`config.mk`:
```
export PLATFORM = sky130hd
export DESIGN_NAME = span_interpolator
export DESIGN_NICKNAME = d
export VERILOG_FILES = /design/src/rtl/span_interpolator.sv
export SDC_FILE = /design/constraint.sdc
export NUM_CORES = 2
export LEC_CHECK = 0
export CAP_MARGIN = 20
export CORE_AREA = 2 2 295 297
export DETAILED_ROUTE_END_ITERATION = 10
export DIE_AREA = 0 0 297 299
export SETUP_SLACK_MARGIN = 0.02
export SYNTH_ARGS = -nofsm -noshare
export SYNTH_HDL_FRONTEND = slang
export SYNTH_SLANG_ARGS = --single-unit
export TNS_END_PERCENT = 1
```
`constraint.sdc`:
```
create_clock -name clk -period 5.09 [get_ports clk]
set_input_delay 1.2725 -clock clk [delete_from_list [all_inputs] [get_ports clk]]
set_output_delay 1.2725 -clock clk [all_outputs]
set_load 0.02 [all_outputs]
```
`src/rtl/span_interpolator.sv`:
```
// Span interpolator: walks an inclusive pixel span on one row, emitting one fragment
// per x with linearly accumulated attributes and a floor-clamped w alongside.
package span_interpolator_pkg;
    localparam int unsigned COORD_W = 16;
    localparam int unsigned FP_W    = 32;
    localparam int unsigned N_ATTR  = 7;

    typedef logic [COORD_W-1:0] screen_coord_t;
    typedef logic [FP_W-1:0]    fp32_t;
    typedef fp32_t [0:N_ATTR-1] attr_vec_t;

    typedef struct packed {
        logic          valid;
        screen_coord_t x;
        screen_coord_t y;
        fp32_t         z;
        fp32_t         u;
        fp32_t         v;
        fp32_t         r;
        fp32_t         g;
        fp32_t         b;
    } fragment_t;

    localparam fp32_t W_FLOOR = 32'h0000_1000;
endpackage

module span_interpolator
    import span_interpolator_pkg::*;
(
    input  logic          clk,
    input  logic          rst_n,
    input  logic          span_valid,
    output logic          span_ready,
    input  screen_coord_t span_x_start,
    input  screen_coord_t span_x_end,
    input  screen_coord_t span_y,
    input  attr_vec_t     span_attr,
    input  attr_vec_t     span_dattr,
    output fragment_t     frag_out,
    output fp32_t         w_out,
    output logic          frag_out_valid,
    input  logic          frag_out_ready,
    output logic          span_done
);
    localparam int unsigned A_Z = 0;
    localparam int unsigned A_U = 1;
    localparam int unsigned A_V = 2;
    localparam int unsigned A_R = 3;
    localparam int unsigned A_G = 4;
    localparam int unsigned A_B = 5;
    localparam int unsigned A_W = 6;

    typedef enum logic {IDLE, RUN} state_t;

    state_t        state_q, state_d;
    fragment_t     frag_q, frag_d;
    fp32_t         w_acc_q, w_acc_d;
    fp32_t         w_out_q, w_out_d;
    logic          valid_q, valid_d;
    logic          done_q, done_d;
    screen_coord_t x_end_q, x_end_d;
    attr_vec_t     dattr_q, dattr_d;
    logic          xfer_c;
    logic          last_xfer_c;

    // Keeps w away from zero/negative so the downstream reciprocal stays bounded.
    function automatic fp32_t clamp_w(input fp32_t w);
        return ($signed(w) > $signed(W_FLOOR)) ? w : W_FLOOR;
    endfunction

    always_comb begin
        state_d     = state_q;
        frag_d      = frag_q;
        w_acc_d     = w_acc_q;
        w_out_d     = w_out_q;
        valid_d     = valid_q;
        done_d      = 1'b0;
        x_end_d     = x_end_q;
        dattr_d     = dattr_q;
        xfer_c      = valid_q && frag_out_ready;
        last_xfer_c = 1'b0;

        unique case (state_q)
            IDLE: begin
                if (span_valid) begin
                    if (span_x_end >= span_x_start) begin
                        x_end_d      = span_x_end;
                        dattr_d      = span_dattr;
                        frag_d.valid = 1'b1;
                        frag_d.x     = span_x_start;
                        frag_d.y     = span_y;
                        frag_d.z     = span_attr[A_Z];
                        frag_d.u     = span_attr[A_U];
                        frag_d.v     = span_attr[A_V];
                        frag_d.r     = span_attr[A_R];
                        frag_d.g     = span_attr[A_G];
                        frag_d.b     = span_attr[A_B];
                        w_acc_d      = span_attr[A_W];
                        w_out_d      = clamp_w(span_attr[A_W]);
                        valid_d      = 1'b1;
                        state_d      = RUN;
                    end else begin
                        done_d = 1'b1;
                    end
                end
            end
            RUN: begin
                // Advance only on a transfer so a stalled fragment stays bit-stable.
                if (xfer_c) begin
                    if (frag_q.x == x_end_q) begin
                        valid_d     = 1'b0;
                        last_xfer_c = 1'b1;
                        state_d     = IDLE;
                    end else begin
                        frag_d.x = frag_q.x + COORD_W'(1);
                        frag_d.z = frag_q.z + dattr_q[A_Z];
                        frag_d.u = frag_q.u + dattr_q[A_U];
                        frag_d.v = frag_q.v + dattr_q[A_V];
                        frag_d.r = frag_q.r + dattr_q[A_R];
                        frag_d.g = frag_q.g + dattr_q[A_G];
                        frag_d.b = frag_q.b + dattr_q[A_B];
                        w_acc_d  = w_acc_q + dattr_q[A_W];
                        w_out_d  = clamp_w(w_acc_d);
                    end
                end
            end
            default: state_d = IDLE;
        endcase
    end

    always_ff @(posedge clk) begin
        if (!rst_n) begin
            state_q <= IDLE;
            frag_q  <= '0;
            w_acc_q <= '0;
            w_out_q <= '0;
            valid_q <= 1'b0;
            done_q  <= 1'b0;
            x_end_q <= '0;
            dattr_q <= '0;
        end else begin
            state_q <= state_d;
            frag_q  <= frag_d;
            w_acc_q <= w_acc_d;
            w_out_q <= w_out_d;
            valid_q <= valid_d;
            done_q  <= done_d;
            x_end_q <= x_end_d;
            dattr_q <= dattr_d;
        end
    end

    // Empty spans finish one cycle after accept; real spans finish on the last transfer.
    assign span_ready     = (state_q == IDLE);
    assign frag_out       = frag_q;
    assign w_out          = w_out_q;
    assign frag_out_valid = valid_q;
    assign span_done      = done_q | last_xfer_c;

endmodule

```
==> flow_metrics.tcl <==
set metrics [dict create \
    rrSetupSlack_ns 0.74 \
    core_sq_um 85900 \
    rsz0062_at_grt "no" \
    synth_edf_count 0 \
    dp_hpwl_microns 99800 \
    overflow 0 \
    hold_viol 0 \
    ys_types 83 \
    num-fill-cells 8528 \
    tightest_slew_ns 1.16 \
    clk_latency_ns 0.62 \
    syn2layout_area_growth_pct 36.3 \
    arrival_ns 3.28 \
    initial_core_util_pct 36.6 \
    cts_sinks 532 \
    wire_per_inst_microns 22.4 \
    max-clock-path-buffers 3 \
    nets 5470 \
    hold_class "flop to flop" \
    crit_start "frag_out[213]" \
    p_leak_nw 17.0 \
    multi_input_area_sq_um 19700 \
    syn_area_per_cell_sq_um 7.74 \
    ioPinCount 760 \
    synth_nets 4804 \
    dpl_cell_area_sq_um 40500 \
    dp_slack_ns 0.230 \
    syn_inst 4063 \
    ctsHoldBuffers 0 \
    tritoncts "done" \
    die_h_microns 299 \
    wl_microns 134000 \
    r2r-start "w_acc_q[0]" \
    max_cap_viol_count 0 \
    setup_viol 0 \
    drive_above_1_share_pct 4.83 \
    period_minus_slack_ns 4.56 \
    path_max_fanout 8 \
    status "finished clean" \
    regArea_sq_um 10700 \
    gp_congestion 0.952 \
    grt_max_degree 155 \
    synthFlopType "dfxtp_1" \
    route.detailed.drc 0 \
    max_freq_mhz 219 \
    drt_iter0_drc 2431 \
    cts_resized 0 \
    crit_required_ns 3.82 \
    skew_ns 0.0273 \
    stdcell_area_sq_um 42900 \
    grt_antenna_before_repair 31 \
    grt_usage_pct 28.7 \
    p_per_area_nw_per_um2 298 \
    ant_nets 0 \
    htree_levels 3 \
    drt-pass1-iter-count 6 \
    synth-async-reset-ratio_pct 0 \
    setup.worst_path.end_class "output port" \
    synth_area_sq_um 31400 \
    rows 108 \
    critPathKind "flop to output port" \
    die_w_microns 297 \
    power_mw 12.8 \
    clock-root-buffer "clkbuf_16" \
    fin_crit_sh_pct 89.5 \
    clk_pin_slew_ns 0.06 \
    dieArea_sq_um 88800 \
    slew_headroom_pct 22.0 \
    layout_setup_ws_ns 0.533 \
    final.setup.tns_ns 0 \
    finalMaxSlewViolations 0 \
    synth-seq-cells 532 \
    vdd_drop_max_mv 0.225 \
    grt_pass1_wl_microns 198000 \
    start_kind "flop" \
    io_buffers 759 \
    grt_pass1_vias 31700 \
    cts_buffers 67 \
    worstHoldStart "frag_out[198]" \
    postCtsSetupBuffers 0 \
    vias_per_cell 5.57 \
    yosysWarnings 0 \
    vias 33200 \
    synth-seq-area-share_pct 33.9 \
]
==> placed cells by master, fill, tap and decap left out, types with 32 or more instances in the layout <==
cell type,n
ha_1,234
nand2b_1,46
a22oi_1,81
buf_4,45
clkdlybuf4s50_1,758
dfxtp_1,531
a221oi_1,75
nor2_1,278
inv_1,78
nor2b_1,32
nand3_1,59
a21oi_1,579
xnor2_1,108
a21o_1,105
nand2_1,740
mux2i_1,42
xor2_1,56
a211oi_1,59
o21ai_0,248
nor3_1,78
clkbuf_16,70
==> per-stage QoR <==
step                instances  util (%)  hold slack, ns
finish                   5956      49.9           0.457
global route             5953      49.9           0.473
CTS                      5939      49.8           0.457
detailed placement       5815      47.1           0.448
global placement         5815      47.1           0.441
floorplan                4063         -           0.440
==> worst max-delay path, cell delays in order, from the launching register on <==
cell             delay [ns]
dfxtp_1                0.43
xnor2_1                0.41
nand4_1                0.25
nor4_2                 0.47
nand4_1                0.18
nand2b_1               0.15
clkdlybuf4s50_1        0.77
==> cell usage after synthesis, drive strengths merged (7+ instances only) <==
library cell / number / area share [%]
nor3b: 12 / 0.29
a21o: 105 / 2.5
xnor2: 108 / 3.0
o21ai: 254 / 4.1
o211ai: 7 / 0.17
a311oi: 7 / 0.25
nand3: 60 / 0.96
a31o: 8 / 0.22
nand4: 21 / 0.42
a21oi: 580 / 9.2
a21boi: 11 / 0.26
o311ai: 7 / 0.19
buf: 10 / 0.14
nor4: 18 / 0.43
o21bai: 15 / 0.36
o21a: 27 / 0.64
or2: 10 / 0.20
clkbuf: 219 / 2.6
a41oi: 10 / 0.28
o31ai: 14 / 0.33
nand2: 741 / 8.8
a211oi: 60 / 1.4
nor2b: 32 / 0.64
a221oi: 85 / 2.6
a31oi: 26 / 0.52
a2111oi: 10 / 0.28
nand2b: 46 / 0.92
dfxtp: 532 / 34
or3: 20 / 0.41
fa: 7 / 0.45
mux2i: 42 / 1.3
a211o: 12 / 0.33
and3: 27 / 0.54
o22ai: 19 / 0.38
ha: 234 / 9.3
nor3: 78 / 1.2
inv: 79 / 0.94
a22oi: 81 / 1.9
nor2: 280 / 3.3
and4: 10 / 0.28
xor2: 56 / 1.6
and2: 12 / 0.24
==> where the power goes <==
part / switching (mW) / internal, mW / total (mW)
combinational: 1.65 / 1.32 / 2.97
clock: 2.04 / 3.05 / 5.08
sequential: 0.255 / 4.45 / 4.71
==> layer usage <==
| metal | track usage [%] | routed length (microns) |
|---|---|---|
| met3 | 6.23 | 9620 |
| met4 | 10.8 | 4970 |
| met2 | 48.4 | 63200 |
| met1 | 35.8 | 55700 |
| met5 | 0 | 126 |
==> area by class of cell <==
cell class / count / area share [%]
Multi-Input combinational cell: 3222 / 45.9
Sequential cell: 532 / 24.9
Timing Repair Buffer: 826 / 19.6
Clock buffer: 92 / 4.61
Tap cell: 1155 / 3.37
Clock inverter: 32 / 0.870
Inverter: 80 / 0.718
Antenna cell: 17 / 0.0992
==> kinds of logic (layout without fill, tap and decap cells) <==
kind of cell,count (synthesis),count (layout),share of synthesized area [%]
AOI/OAI and AO/OA,1389,1389,27.5
xor gates and xnor gates,164,164,4.57
adders and majority gates,241,241,9.76
buffers and inverters,309,1030,3.71
DFF,532,532,33.9
muxes,42,42,1.34
other,0,17,0
and+or+nand+nor,1386,1386,19.3
==> registers in the layout (all words and copies together) (netlist names) <==
name,cells
done_q,1
dattr_q,224
frag_out_valid,1
w_out,32
state_q,1
w_acc_q,32
frag_out,225
x_end_q,16
==> final timing paths <==
path                                       to  depth (start not counted)
worst min-delay path            frag_out[198]                          2
worst min register to register  frag_out[198]                          2
worst max register to register       w_out[2]                         14
worst max-delay path                span_done                          6
(Power assumes the default switching activity.)
